--- src/rtl/pack_rq0_stream_ctrl.sv ---
// rtl/pack_rq0_stream_ctrl.sv - packs coefficients 0..N-2 of an Rq polynomial into a byte stream
// Optional feature macro: PACK_RQ_ABORT_EN (adds the abort input)
module pack_rq0_stream_ctrl #(
  parameter int N      = 701,
  parameter int COEF_W = 13,
  parameter int ADDR_W = 10,
  parameter int NBYTES = 1138
) (
  input  logic              clk,
  input  logic              rst,
  input  logic              start,
`ifdef PACK_RQ_ABORT_EN
  input  logic              abort,
`endif
  output logic              busy,
  output logic              done,
  output logic              coef_rd_en,
  output logic [ADDR_W-1:0] coef_addr,
  input  logic [COEF_W-1:0] coef_rdata,
  output logic [7:0]        byte_data,
  output logic              byte_valid,
  input  logic              byte_ready,
  output logic              byte_last
);

  localparam int BUF_W = COEF_W + 7;
  localparam int CNT_W = $clog2(BUF_W + 1);
  localparam int BC_W  = $clog2(NBYTES);
  localparam logic [ADDR_W-1:0] LAST_ADDR = ADDR_W'(N - 2);

  typedef enum logic [2:0] {IDLE, FILL, EMIT, FLUSH, DONE} state_t;

  state_t            state;
  logic [BUF_W-1:0]  bit_buf;
  logic [CNT_W-1:0]  cnt;
  logic              land;
  logic              reads_done;
  logic [BC_W-1:0]   byte_cnt;

  logic              active;
  logic              abort_req;
  logic              hs;
  logic [CNT_W-1:0]  cnt_pop;
  logic [BUF_W-1:0]  buf_pop;
  logic [CNT_W-1:0]  cnt_new;
  logic [BUF_W-1:0]  buf_new;
  logic [BC_W-1:0]   byte_cnt_new;
  logic              all_in;

`ifdef PACK_RQ_ABORT_EN
  assign abort_req = abort;
`else
  assign abort_req = 1'b0;
`endif

  function automatic logic [7:0] rev8(input logic [7:0] v);
    logic [7:0] r;
    for (int i = 0; i < 8; i++) r[i] = v[7-i];
    return r;
  endfunction

  assign active = (state == FILL) || (state == EMIT) || (state == FLUSH);
  assign hs     = byte_valid & byte_ready;

  // The flush byte holds fewer than 8 valid bits, so popping it empties the buffer.
  assign cnt_pop = hs ? ((cnt > CNT_W'(8)) ? cnt - CNT_W'(8) : '0) : cnt;
  assign buf_pop = hs ? (bit_buf >> 8) : bit_buf;
  assign cnt_new = cnt_pop + (land ? CNT_W'(COEF_W) : '0);
  assign buf_new = buf_pop | (land ? (BUF_W'(coef_rdata) << cnt_pop) : '0);
  assign byte_cnt_new = byte_cnt + BC_W'(hs);

  // One read in flight at most; landing with fewer than 8 bits keeps 7+13 within the buffer.
  assign coef_rd_en = active && !abort_req && !land && !reads_done && (cnt_pop < CNT_W'(8));
  assign all_in     = reads_done && !coef_rd_en;

  always_ff @(posedge clk) begin
    if (rst) begin
      state      <= IDLE;
      busy       <= 1'b0;
      done       <= 1'b0;
      coef_addr  <= '0;
      byte_data  <= '0;
      byte_valid <= 1'b0;
      byte_last  <= 1'b0;
      bit_buf    <= '0;
      cnt        <= '0;
      land       <= 1'b0;
      reads_done <= 1'b0;
      byte_cnt   <= '0;
    end else if (active && abort_req) begin
      state      <= IDLE;
      busy       <= 1'b0;
      byte_valid <= 1'b0;
      byte_last  <= 1'b0;
      bit_buf    <= '0;
      cnt        <= '0;
      land       <= 1'b0;
    end else begin
      case (state)
        IDLE, DONE: begin
          done <= 1'b0;
          if (start) begin
            state      <= FILL;
            busy       <= 1'b1;
            coef_addr  <= '0;
            bit_buf    <= '0;
            cnt        <= '0;
            land       <= 1'b0;
            reads_done <= 1'b0;
            byte_cnt   <= '0;
            byte_valid <= 1'b0;
            byte_last  <= 1'b0;
          end else begin
            state <= IDLE;
          end
        end
        default: begin
          land     <= coef_rd_en;
          bit_buf  <= buf_new;
          cnt      <= cnt_new;
          byte_cnt <= byte_cnt_new;
          if (coef_rd_en) begin
            if (coef_addr == LAST_ADDR) reads_done <= 1'b1;
            else                        coef_addr  <= coef_addr + 1'b1;
          end
          byte_data <= rev8(buf_new[7:0]);
          if (cnt_new >= CNT_W'(8)) begin
            state      <= EMIT;
            byte_valid <= 1'b1;
            byte_last  <= (byte_cnt_new == BC_W'(NBYTES - 1));
          end else if (all_in && (cnt_new != '0)) begin
            state      <= FLUSH;
            byte_valid <= 1'b1;
            byte_last  <= (byte_cnt_new == BC_W'(NBYTES - 1));
          end else if (all_in) begin
            state      <= DONE;
            byte_valid <= 1'b0;
            byte_last  <= 1'b0;
            byte_data  <= '0;
            busy       <= 1'b0;
            done       <= 1'b1;
          end else begin
            state      <= FILL;
            byte_valid <= 1'b0;
            byte_last  <= 1'b0;
          end
        end
      endcase
    end
  end

endmodule

--- config.mk ---
export PLATFORM = sky130hd
export DESIGN_NAME = pack_rq0_stream_ctrl
export DESIGN_NICKNAME = d
export VERILOG_FILES = /design/src/rtl/pack_rq0_stream_ctrl.sv
export SDC_FILE = /design/constraint.sdc
export NUM_CORES = 1
export LEC_CHECK = 0
export CAP_MARGIN = 20
export CORE_UTILIZATION = 45
export CTS_CLUSTER_SIZE = 14
export DETAILED_ROUTE_END_ITERATION = 6
export PLACE_DENSITY = 0.76
export SYNTH_ARGS = -nofsm -noshare
export SYNTH_HDL_FRONTEND = slang
export SYNTH_SLANG_ARGS = --single-unit
--- constraint.sdc ---
create_clock -name clk -period 4.9 [get_ports clk]
set_clock_uncertainty 0.15 [all_clocks]
set_input_delay 0.735 -clock clk [delete_from_list [all_inputs] [get_ports clk]]
set_output_delay 0.735 -clock clk [all_outputs]
set_load 0.1 [all_outputs]
==> impl_metrics.py, run 1 <==
metrics = {
    "status": {
        "outcome": "finished clean",
    },
    "setup_path": {
        "critPathArrivalTime_ns": 3.95,
        "critPathMaxStageDelay_ns": 0.58,
        "rr_worst_depth": 9,
        "slowest_stage": "clkdlybuf4s50_1",
        "crit_buf_inv": 3,
        "path_cells": "clkdlybuf4s50_1 > nand2_2 > inv_1 > a21oi_1 > inv_1 > ha_1 > a21oi_1 > xnor2_1 > or3_1 > a32o_1",
        "end_kind": "flip-flop",
        "path_max_fanout": 14,
        "cp.required_ns": 4.99,
        "crit_type": "in2reg",
        "cp-start-kind": "input pin",
        "critical-path-top-delay-family": "buffers and inverters",
        "cp.depth": 10,
    },
    "synth": {
        "synth.distinct_cells": 77,
        "synth_ff_type": "dfxtp_1",
        "yosysTopAreaCell": "dfxtp_1",
        "syn_avg_cell_area_um2": 8.016,
        "ys_warn_count": 0,
        "syn_area_um2": 3960,
        "yosys-top-cells-area": "dfxtp_1 32%, nand2_1 5.5%, nor2_1 4.3%",
        "netlist_instances": 494,
        "ys_seq_area_share_pct": 31.85,
        "synth_edf_count": 0,
        "ys_top_cells_by_count": "63 x dfxtp_1, 58 x nand2_1, 45 x nor2_1",
        "synthesis.nets": 518,
        "synth_most_common_cell": "dfxtp_1",
        "async_flop_share_pct": 0,
        "synth_top_area_share_pct": 31.85,
        "ys_seq_elements": 63,
    },
    "floorplan": {
        "fp.coreArea_um2": 8382,
        "die_h_um": 95.81,
        "row_count": 33,
        "die_x_um": 95.81,
        "initial_utilization_pct": 47.25,
        "ios": 40,
        "dieArea_um2": 9180,
    },
    "clock_tree": {
        "cts_resized": 0,
        "h-tree-depth": 3,
        "numCtsBuffers": 9,
        "post_cts_buffers": 0,
        "clk_latency_ns": 0.35,
        "numClockSinks": 63,
        "clk_pin_slew_ns": 0.07,
        "cts_root_buf": "clkbuf_8",
        "cts_buffer_depth": 2,
        "holdBufCountCts": 0,
        "cts_tree": "built",
    },
    "sta": {
        "whs_ns": 0.2983,
        "max_freq_ghz": 0.2590,
        "setup_slack_ns": 1.038,
        "timing.final.crit_share_pct": 78.81,
        "rsz0062_at_grt": "no",
        "worst_pin_slew_ns": 0.9725,
        "setup_tns_ns": 0,
        "min_period_ns": 3.862,
        "drv_slew": 0,
        "setup_violations": 0,
        "max_slew_margin_pct": 34.97,
        "finalHoldViolations": 0,
    },
    "run": {
        "drv_cap": 0,
    },
    "layout": {
        "n_antenna_cell": 0,
        "layout.nets": 544,
        "final_util_pct": 55.10,
        "syn_to_final_growth_pct": 16.62,
        "fillers": 818,
        "drive_gt1_share_pct": 10.31,
    },
    "power": {
        "vdd_drop_max_mv": 0.1754,
        "power_frac_comb_pct": 21.2,
        "internal_power_mw": 0.8714,
        "pwr-share-seq_pct": 42.4,
        "power.density_nw_per_um2": 275.7,
        "total_power_mw": 1.273,
        "power.leakage_nw": 1.641,
        "switching_share_pct": 31.55,
        "clkPwrFrac_pct": 36.3,
        "p_sw_mw": 0.4016,
    },
    "worst_hold_path": {
        "hold_depth": 2,
        "hold_path.class": "reg2reg",
    },
    "drt": {
        "wl_per_cell_um": 17.82,
        "drtAntennaViolNets": 0,
        "drc": 0,
        "drtIter0Drc": 279,
        "drt_wl_total_mm": 11.21,
        "vias_per_cell": 6.321,
        "drt_first_pass_iters": 5,
        "vias": 3976,
    },
    "place": {
        "hpwlAfterDp_mm": 8.114,
        "pre_cts_slack_ns": 0.7147,
        "io_buffer_count": 39,
        "gp_congestion": 0.9654,
    },
    "grt": {
        "grt_pass1_wl_mm": 18.26,
        "grt.overflow.total": 0,
        "grt_util_all_layers_pct": 25.93,
        "grt_pass1_vias": 3626,
        "antenna_found_initial": 0,
        "grt_start_max_net_pins": 41,
    },
}
-- cells by family after synthesis --
logic type | Yosys count | synth area share, %
buffers and inverters | 44 | 4.581
muxes | 15 | 4.834
DFF | 63 | 31.85
adders and majority gates | 8 | 2.464
and+or+nand+nor | 192 | 24.83
AOI/OAI and AO/OA | 162 | 29.23
xor gates and xnor gates | 10 | 2.212
-- final timing paths --
path / endpoint / slack, ns / start
max: byte_data[2] / 1.04 / byte_ready
min reg2reg: bit_buf[2] / 0.30 / bit_buf[2]
max reg2reg: byte_data[2] / 1.62 / byte_valid
min: bit_buf[2] / 0.30 / bit_buf[2]
-- power groups by stage --
stage / Sequential [mW] / Clock (mW) / Combinational [mW]
after floorplan: 0.581 / 0 / 0.160
after global placement: 0.551 / 0 / 0.261
after detailed placement: 0.552 / 0 / 0.265
after CTS: 0.540 / 0.466 / 0.266
after global routing: 0.542 / 0.485 / 0.290
final: 0.540 / 0.462 / 0.271
-- placed cells by master, fill, tap and decap left out, types with 8 or more instances in the layout --
master            n
dfxtp_1          63
nand2_1          58
nor2_1           45
clkdlybuf4s50_1  38
o21ai_0          28
a21oi_1          27
nor3_1           16
a31oi_1          12
clkbuf_8         11
inv_1            10
nand3_1          10
a22o_1           10
buf_4            10
mux2i_1           9
and3_1            9
xor2_1            8
-- layout make-up --
type	instances	area, µm²	area share, %
inverter	10	37.54	0.8128
clock inverter	3	42.54	0.9212
clock buffer	12	155.1	3.360
multi-input combinational	387	2524	54.65
sequential	63	1261	27.31
timing repair buffer	49	466.7	10.11
tap	105	131.4	2.845
-- per-layer routing --
layer  GRT usage [%]  share of wire, %
met4           8.831               1.8
met3           4.502               6.6
met2           40.54                45
met1           35.95                47
met5               0                 0
-- registers in the layout, summed over array words and instances, names as in the netlist --
register and count:
cnt 5, done 1, byte_data 8, byte_cnt 11
land 1, busy 1, byte_last 1, bit_buf 20
byte_valid 1, reads_done 1, state 3, coef_addr 10
-- worst reg2reg max path, cell delays in order (launching register included) --
cell     delay, ns
dfxtp_1       0.56
nand2_2       0.24
inv_1         0.43
a21oi_1       0.30
inv_1         0.16
ha_1          0.26
a21oi_1       0.17
xnor2_1       0.15
or3_1         0.50
a32o_1        0.26
-- per-stage QoR --
stage | instance area (µm²) | std cells
5_1_grt | 4618 | 629
3_3_place_gp | 4409 | 613
2_1_floorplan | 3960 | 494
3_5_place_dp | 4409 | 613
4_1_cts | 4607 | 628
6_report | 4618 | 629
Power figures use the tool's default switching activity.
==> inputs of run 2 (changes only) <==
==> constraint.sdc (replaced) <==
create_clock -name clk -period 3.6 [get_ports clk]
set_clock_uncertainty 0.15 [all_clocks]
set_input_delay 0.54 -clock clk [delete_from_list [all_inputs] [get_ports clk]]
set_output_delay 0.54 -clock clk [all_outputs]
set_load 0.1 [all_outputs]
==> run 2 against run 1 <==
Wire length is 0.91% lower. Clock power is 17% higher. Combinational power is 40% higher. Non-clock buffer count is 9 higher. Worst setup slack worse by 0.50 ns. Via count is 2.3% higher. Sequential power is 36% higher. Final cell count is 1.3% higher. Worst hold slack better by 0.0061 ns. Critical path depth stayed put.
==> impl_metrics.py, run 2 (synthesis results as in run 1) <==
metrics = {
    "layout": {
        "final_cell_mix": "62 x dfxtp_1, 58 x nand2_1, 45 x nor2_1",
        "reg_top3": "bit_buf (20), byte_cnt (11), coef_addr (10)",
        "drive_gt1_share_pct": 12.03,
        "layout_commonest_cell": "dfxtp_1",
        "largest_reg_flops": 20,
        "n_antenna_cell": 0,
        "layout.nets": 553,
        "syn_to_final_growth_pct": 18.07,
        "largest_register": "bit_buf",
        "final_util_pct": 55.78,
    },
    "clock_tree": {
        "clk_latency_ns": 0.35,
        "numClockSinks": 63,
        "clk_pin_slew_ns": 0.06,
        "cts_resized": 0,
        "holdBufCountCts": 0,
        "cts_buffer_depth": 2,
        "cts_tree": "built",
        "h-tree-depth": 3,
        "cts_root_buf": "clkbuf_8",
        "numCtsBuffers": 9,
        "post_cts_buffers": 0,
    },
    "grt": {
        "grt_pass1_vias": 3838,
        "grt_start_max_net_pins": 41,
        "grt_util_all_layers_pct": 25.88,
        "grt_pass1_wl_mm": 18.31,
        "antenna_found_initial": 0,
        "grt.overflow.total": 0,
    },
    "setup_path": {
        "rr_worst_depth": 9,
        "path_max_fanout": 5,
        "slowest_stage": "clkdlybuf4s50_1",
        "r2r-start": "cnt[4]",
        "cp-start-kind": "input pin",
        "critPathArrivalTime_ns": 3.15,
        "path_cells": "clkdlybuf4s50_1 > nand4bb_1 > and2_1 > ha_1 > ha_1 > a21o_1 > a21oi_1 > xnor2_1 > or3_1 > a32o_1",
        "timing.rr.end": "byte_data[0]",
        "regToRegSetupSlack_ns": 0.74,
        "crit_type": "in2reg",
        "end_kind": "flip-flop",
        "cp.required_ns": 3.69,
        "crit_buf_inv": 1,
        "crit_path_frequent_cell": "ha_1",
        "critPathMaxStageDelay_ns": 0.53,
        "cp.depth": 10,
        "critical-path-top-delay-family": "simple AND/OR/NAND/NOR gates",
    },
    "drt": {
        "drt_wl_total_mm": 11.11,
        "drc": 0,
        "wl_per_cell_um": 17.44,
        "drt_first_pass_iters": 6,
        "drtAntennaViolNets": 0,
        "vias_per_cell": 6.386,
        "vias": 4068,
        "drtIter0Drc": 381,
    },
    "power": {
        "power.density_nw_per_um2": 354.0,
        "vdd_drop_max_mv": 0.2169,
        "power.leakage_nw": 1.675,
    },
    "sta": {
        "worst_pin_slew_ns": 1.005,
        "timing.final.crit_share_pct": 85.13,
        "drv_slew": 0,
        "setup_violations": 0,
        "setup_tns_ns": 0,
        "rsz0062_at_grt": "no",
        "max_slew_margin_pct": 32.78,
        "finalHoldViolations": 0,
        "max_freq_ghz": 0.3263,
        "whs_ns": 0.3043,
        "min_period_ns": 3.065,
    },
    "status": {
        "outcome": "finished clean",
    },
    "floorplan": {
        "die_h_um": 95.81,
        "dieArea_um2": 9180,
        "ios": 40,
        "initial_utilization_pct": 47.25,
        "fp.coreArea_um2": 8382,
        "die_x_um": 95.81,
        "row_count": 33,
    },
    "run": {
        "drv_cap": 0,
    },
    "worst_hold_path": {
        "hold_depth": 2,
        "hold_end": "byte_data[1]",
        "hold_path.class": "reg2reg",
        "worstHoldStart": "byte_data[1]",
    },
    "place": {
        "io_buffer_count": 39,
        "hpwlAfterDp_mm": 7.966,
        "gp_congestion": 0.9157,
    },
}
run 2: metal layers:
metal	GRT usage [%]	up-vias	wire length (µm)
li1	-	1939	-
met5	0	-	0
met3	6.477	42	899
met1	31.16	1911	4584
met2	42.26	176	5212
met4	14.05	0	411
run 2: final cells by class:
type	count	area (µm²)
inverters	10	37.54
fillers	778	3706
flip-flops and latches	63	1262
clock buffers	11	151.4
clock inverters	3	20.02
repair buffers	58	549.3
multi-input cells	387	2524
well taps	105	131.4
run 2: stage by stage:
step                worst slack (ns)  total power [mW]  area (µm²)  std cells
finish                        0.5355             1.655        4676        637
floorplan                     0.2447             1.009        3961        494
global route                  0.4129             1.726        4676        637
global placement              0.2666             1.112        4491        622
detailed placement            0.2004             1.120        4491        622
CTS                           0.5702             1.657        4662        636
run 2: worst max-delay path by stage:
| stage | startpoint | end |
|---|---|---|
| after floorplan | byte_valid | coef_addr[9] |
| after global placement | byte_ready | byte_data[0] |
| after detailed placement | byte_ready | byte_data[0] |
| after CTS | byte_ready | byte_data[0] |
| after global routing | byte_ready | byte_data[2] |
| final | byte_ready | byte_data[0] |
run 2: worst min-delay path, stage by stage, from the launching register on:
cell     delay, ns
dfxtp_1       0.33
nand2_1       0.04
o21ai_0       0.05
run 2: where the power goes:
group / internal [mW] / total [mW] / switching [mW]
clock: 0.278 / 0.541 / 0.263
sequential: 0.714 / 0.734 / 0.0198
combinational: 0.130 / 0.380 / 0.251
total: 1.12 / 1.66 / 0.534
==> inputs of run 3 (changes only) <==
--- a/config.mk
+++ b/config.mk
@@ -10,6 +10,7 @@
 export CTS_CLUSTER_SIZE = 14
 export DETAILED_ROUTE_END_ITERATION = 6
 export PLACE_DENSITY = 0.76
+export SLEW_MARGIN = 20
 export SYNTH_ARGS = -nofsm -noshare
 export SYNTH_HDL_FRONTEND = slang
 export SYNTH_SLANG_ARGS = --single-unit
==> constraint.sdc (replaced) <==
create_clock -name clk -period 3.4 [get_ports clk]
set_clock_uncertainty 0.15 [all_clocks]
set_input_delay 0.51 -clock clk [delete_from_list [all_inputs] [get_ports clk]]
set_output_delay 0.51 -clock clk [all_outputs]
set_load 0.1 [all_outputs]
==> run 3 against run 2 <==
First-iteration DRC count grew 0.26%. Final cell count grew 1.1%. Largest cell class unchanged. Count of clock-buffer cells in the layout grew 2. Flip-flop and latch count is the same. Critical path depth is the same. Largest power group unchanged. Sequential share of layout area shrank 0.050 points. Non-clock buffer count grew 5. Power grew 7.5%.
==> impl_metrics.py, run 3 (synthesis results as in run 1) <==
metrics = {
    "status": {
        "outcome": "finished clean",
    },
    "sta": {
        "rsz0062_at_grt": "no",
        "setup_slack_ns": 0.3271,
        "timing.final.crit_share_pct": 90.38,
        "setup_violations": 0,
        "max_freq_ghz": 0.3254,
        "finalHoldViolations": 0,
        "setup_tns_ns": 0,
        "whs_ns": 0.3012,
        "min_period_ns": 3.073,
        "worst_pin_slew_ns": 0.9697,
        "max_slew_margin_pct": 35.15,
        "drv_slew": 0,
    },
    "drt": {
        "vias_per_cell": 6.300,
        "drc": 0,
        "drtAntennaViolNets": 0,
        "drt_first_pass_iters": 5,
        "wl_per_cell_um": 17.45,
        "drtIter0Drc": 382,
        "drt_wl_total_mm": 11.24,
        "vias": 4057,
    },
    "run": {
        "drv_cap": 0,
    },
    "power": {
        "p_sw_mw": 0.5773,
        "clkPwrFrac_pct": 33.3,
        "internal_power_mw": 1.202,
        "power.leakage_nw": 1.728,
        "switching_share_pct": 32.45,
        "pwr-share-seq_pct": 43.7,
        "total_power_mw": 1.779,
        "power.density_nw_per_um2": 379.8,
        "power_frac_comb_pct": 23.0,
        "vdd_drop_max_mv": 0.2759,
    },
    "setup_path": {
        "path_max_fanout": 5,
        "end_kind": "flip-flop",
        "cp-start-kind": "input pin",
        "critPathArrivalTime_ns": 3.16,
        "rr_worst_depth": 9,
        "critPathMaxStageDelay_ns": 0.53,
        "cp.required_ns": 3.48,
        "slowest_stage": "clkdlybuf4s50_1",
        "path_cells": "clkdlybuf4s50_1 > nand4bb_1 > and2_1 > ha_1 > ha_1 > a21o_1 > a21oi_1 > xnor2_1 > or3_1 > a32o_1",
        "timing.rr.end": "byte_data[6]",
        "regToRegSetupSlack_ns": 0.49,
        "crit_path_frequent_cell": "ha_1",
        "r2r-start": "cnt[4]",
        "crit_type": "in2reg",
    },
    "worst_hold_path": {
        "worstHoldStart": "bit_buf[2]",
        "hold_end": "bit_buf[2]",
        "hold_path.class": "reg2reg",
        "hold_depth": 2,
    },
    "floorplan": {
        "initial_utilization_pct": 47.25,
        "die_x_um": 95.81,
        "row_count": 33,
        "ios": 40,
        "fp.coreArea_um2": 8382,
        "die_h_um": 95.81,
        "dieArea_um2": 9180,
    },
    "layout": {
        "n_antenna_cell": 0,
        "reg_top3": "bit_buf (20), byte_cnt (11), coef_addr (10)",
        "fillers": 800,
        "syn_to_final_growth_pct": 18.29,
        "final_area_um2": 4684,
        "layout.nets": 558,
        "largest_register": "bit_buf",
        "drive_gt1_share_pct": 14.84,
        "final_util_pct": 55.89,
        "largest_reg_flops": 20,
        "layout_commonest_cell": "dfxtp_1",
        "stdcell_count": 644,
        "final_cell_mix": "62 x dfxtp_1, 58 x nand2_1, 45 x nor2_1",
    },
    "place": {
        "pre_cts_slack_ns": 0.02512,
        "hpwlAfterDp_mm": 8.201,
        "io_buffer_count": 39,
        "placed_area_um2": 4508,
        "gp_congestion": 0.9333,
        "dp.cells": 628,
    },
    "grt": {
        "antenna_found_initial": 0,
        "grt_util_all_layers_pct": 26.38,
        "grt.overflow.total": 0,
        "grt_pass1_wl_mm": 18.64,
        "grt_start_max_net_pins": 33,
        "grt_pass1_vias": 3928,
    },
    "clock_tree": {
        "h-tree-depth": 3,
        "cts_resized": 0,
        "clk_pin_slew_ns": 0.06,
        "cts_buffer_depth": 2,
        "clk_latency_ns": 0.35,
        "post_cts_buffers": 0,
        "cts_root_buf": "clkbuf_8",
        "numClockSinks": 63,
        "numCtsBuffers": 9,
        "holdBufCountCts": 0,
        "cts_tree": "built",
    },
}
-- run 3: cell count changes in the layout (fill, tap and decap cells not counted), sizes merged --
| cell | change |
|---|---|
| buf | +17 |
| clkbuf | +1 |
| clkdlybuf4s50 | -11 |
| clkinv | +1 |
| clkinvlp | -1 |
-- run 3: layer usage --
metal / global-route usage (%) / vias to the layer above / part of all wire [%]
li1: - / 1949 / -
met1: 31.69 / 1923 / 43
met2: 44.64 / 151 / 48
met3: 5.845 / 34 / 5.8
met4: 12.44 / 0 / 2.9
met5: 0 / - / 0
-- run 3: how the worst max path moves through the flow --
stage / from / endpoint / slack (ns) / depth (start not counted)
3_5_place_dp: byte_ready / byte_data[6] / 0.03 / 10
2_1_floorplan: byte_valid / coef_addr[9] / 0.04 / 6
4_1_cts: byte_ready / byte_data[6] / 0.36 / 10
6_report: byte_ready / byte_data[6] / 0.33 / 10
3_3_place_gp: byte_ready / byte_data[0] / 0.10 / 10
5_1_grt: byte_ready / byte_data[0] / 0.21 / 10
-- run 3: area by class of cell --
cell class	count	area, µm²	area share [%]
clock inverters	3	17.52	0.3739
flip-flops and latches	63	1262	26.95
well taps	105	131.4	2.804
repair buffers	63	553.0	11.81
inverters	10	37.54	0.8013
multi-input cells	387	2524	53.87
clock buffers	13	158.9	3.392
-- run 3: power by group through the flow --
stage,combinational [mW],sequential [mW],clock (mW)
floorplan,0.231,0.837,0
global placement,0.396,0.793,0
detailed placement,0.401,0.794,0
CTS,0.404,0.777,0.603
global route,0.439,0.780,0.637
finish,0.409,0.778,0.592
-- run 3: critical path: cells and delay by family --
| family | cells | cell delay [ns] |
|---|---|---|
| simple gates | 3 | 0.93 |
| compound gates | 3 | 0.61 |
| xor+xnor | 1 | 0.15 |
| buf+inv | 1 | 0.53 |
| fa+ha+maj | 2 | 0.43 |
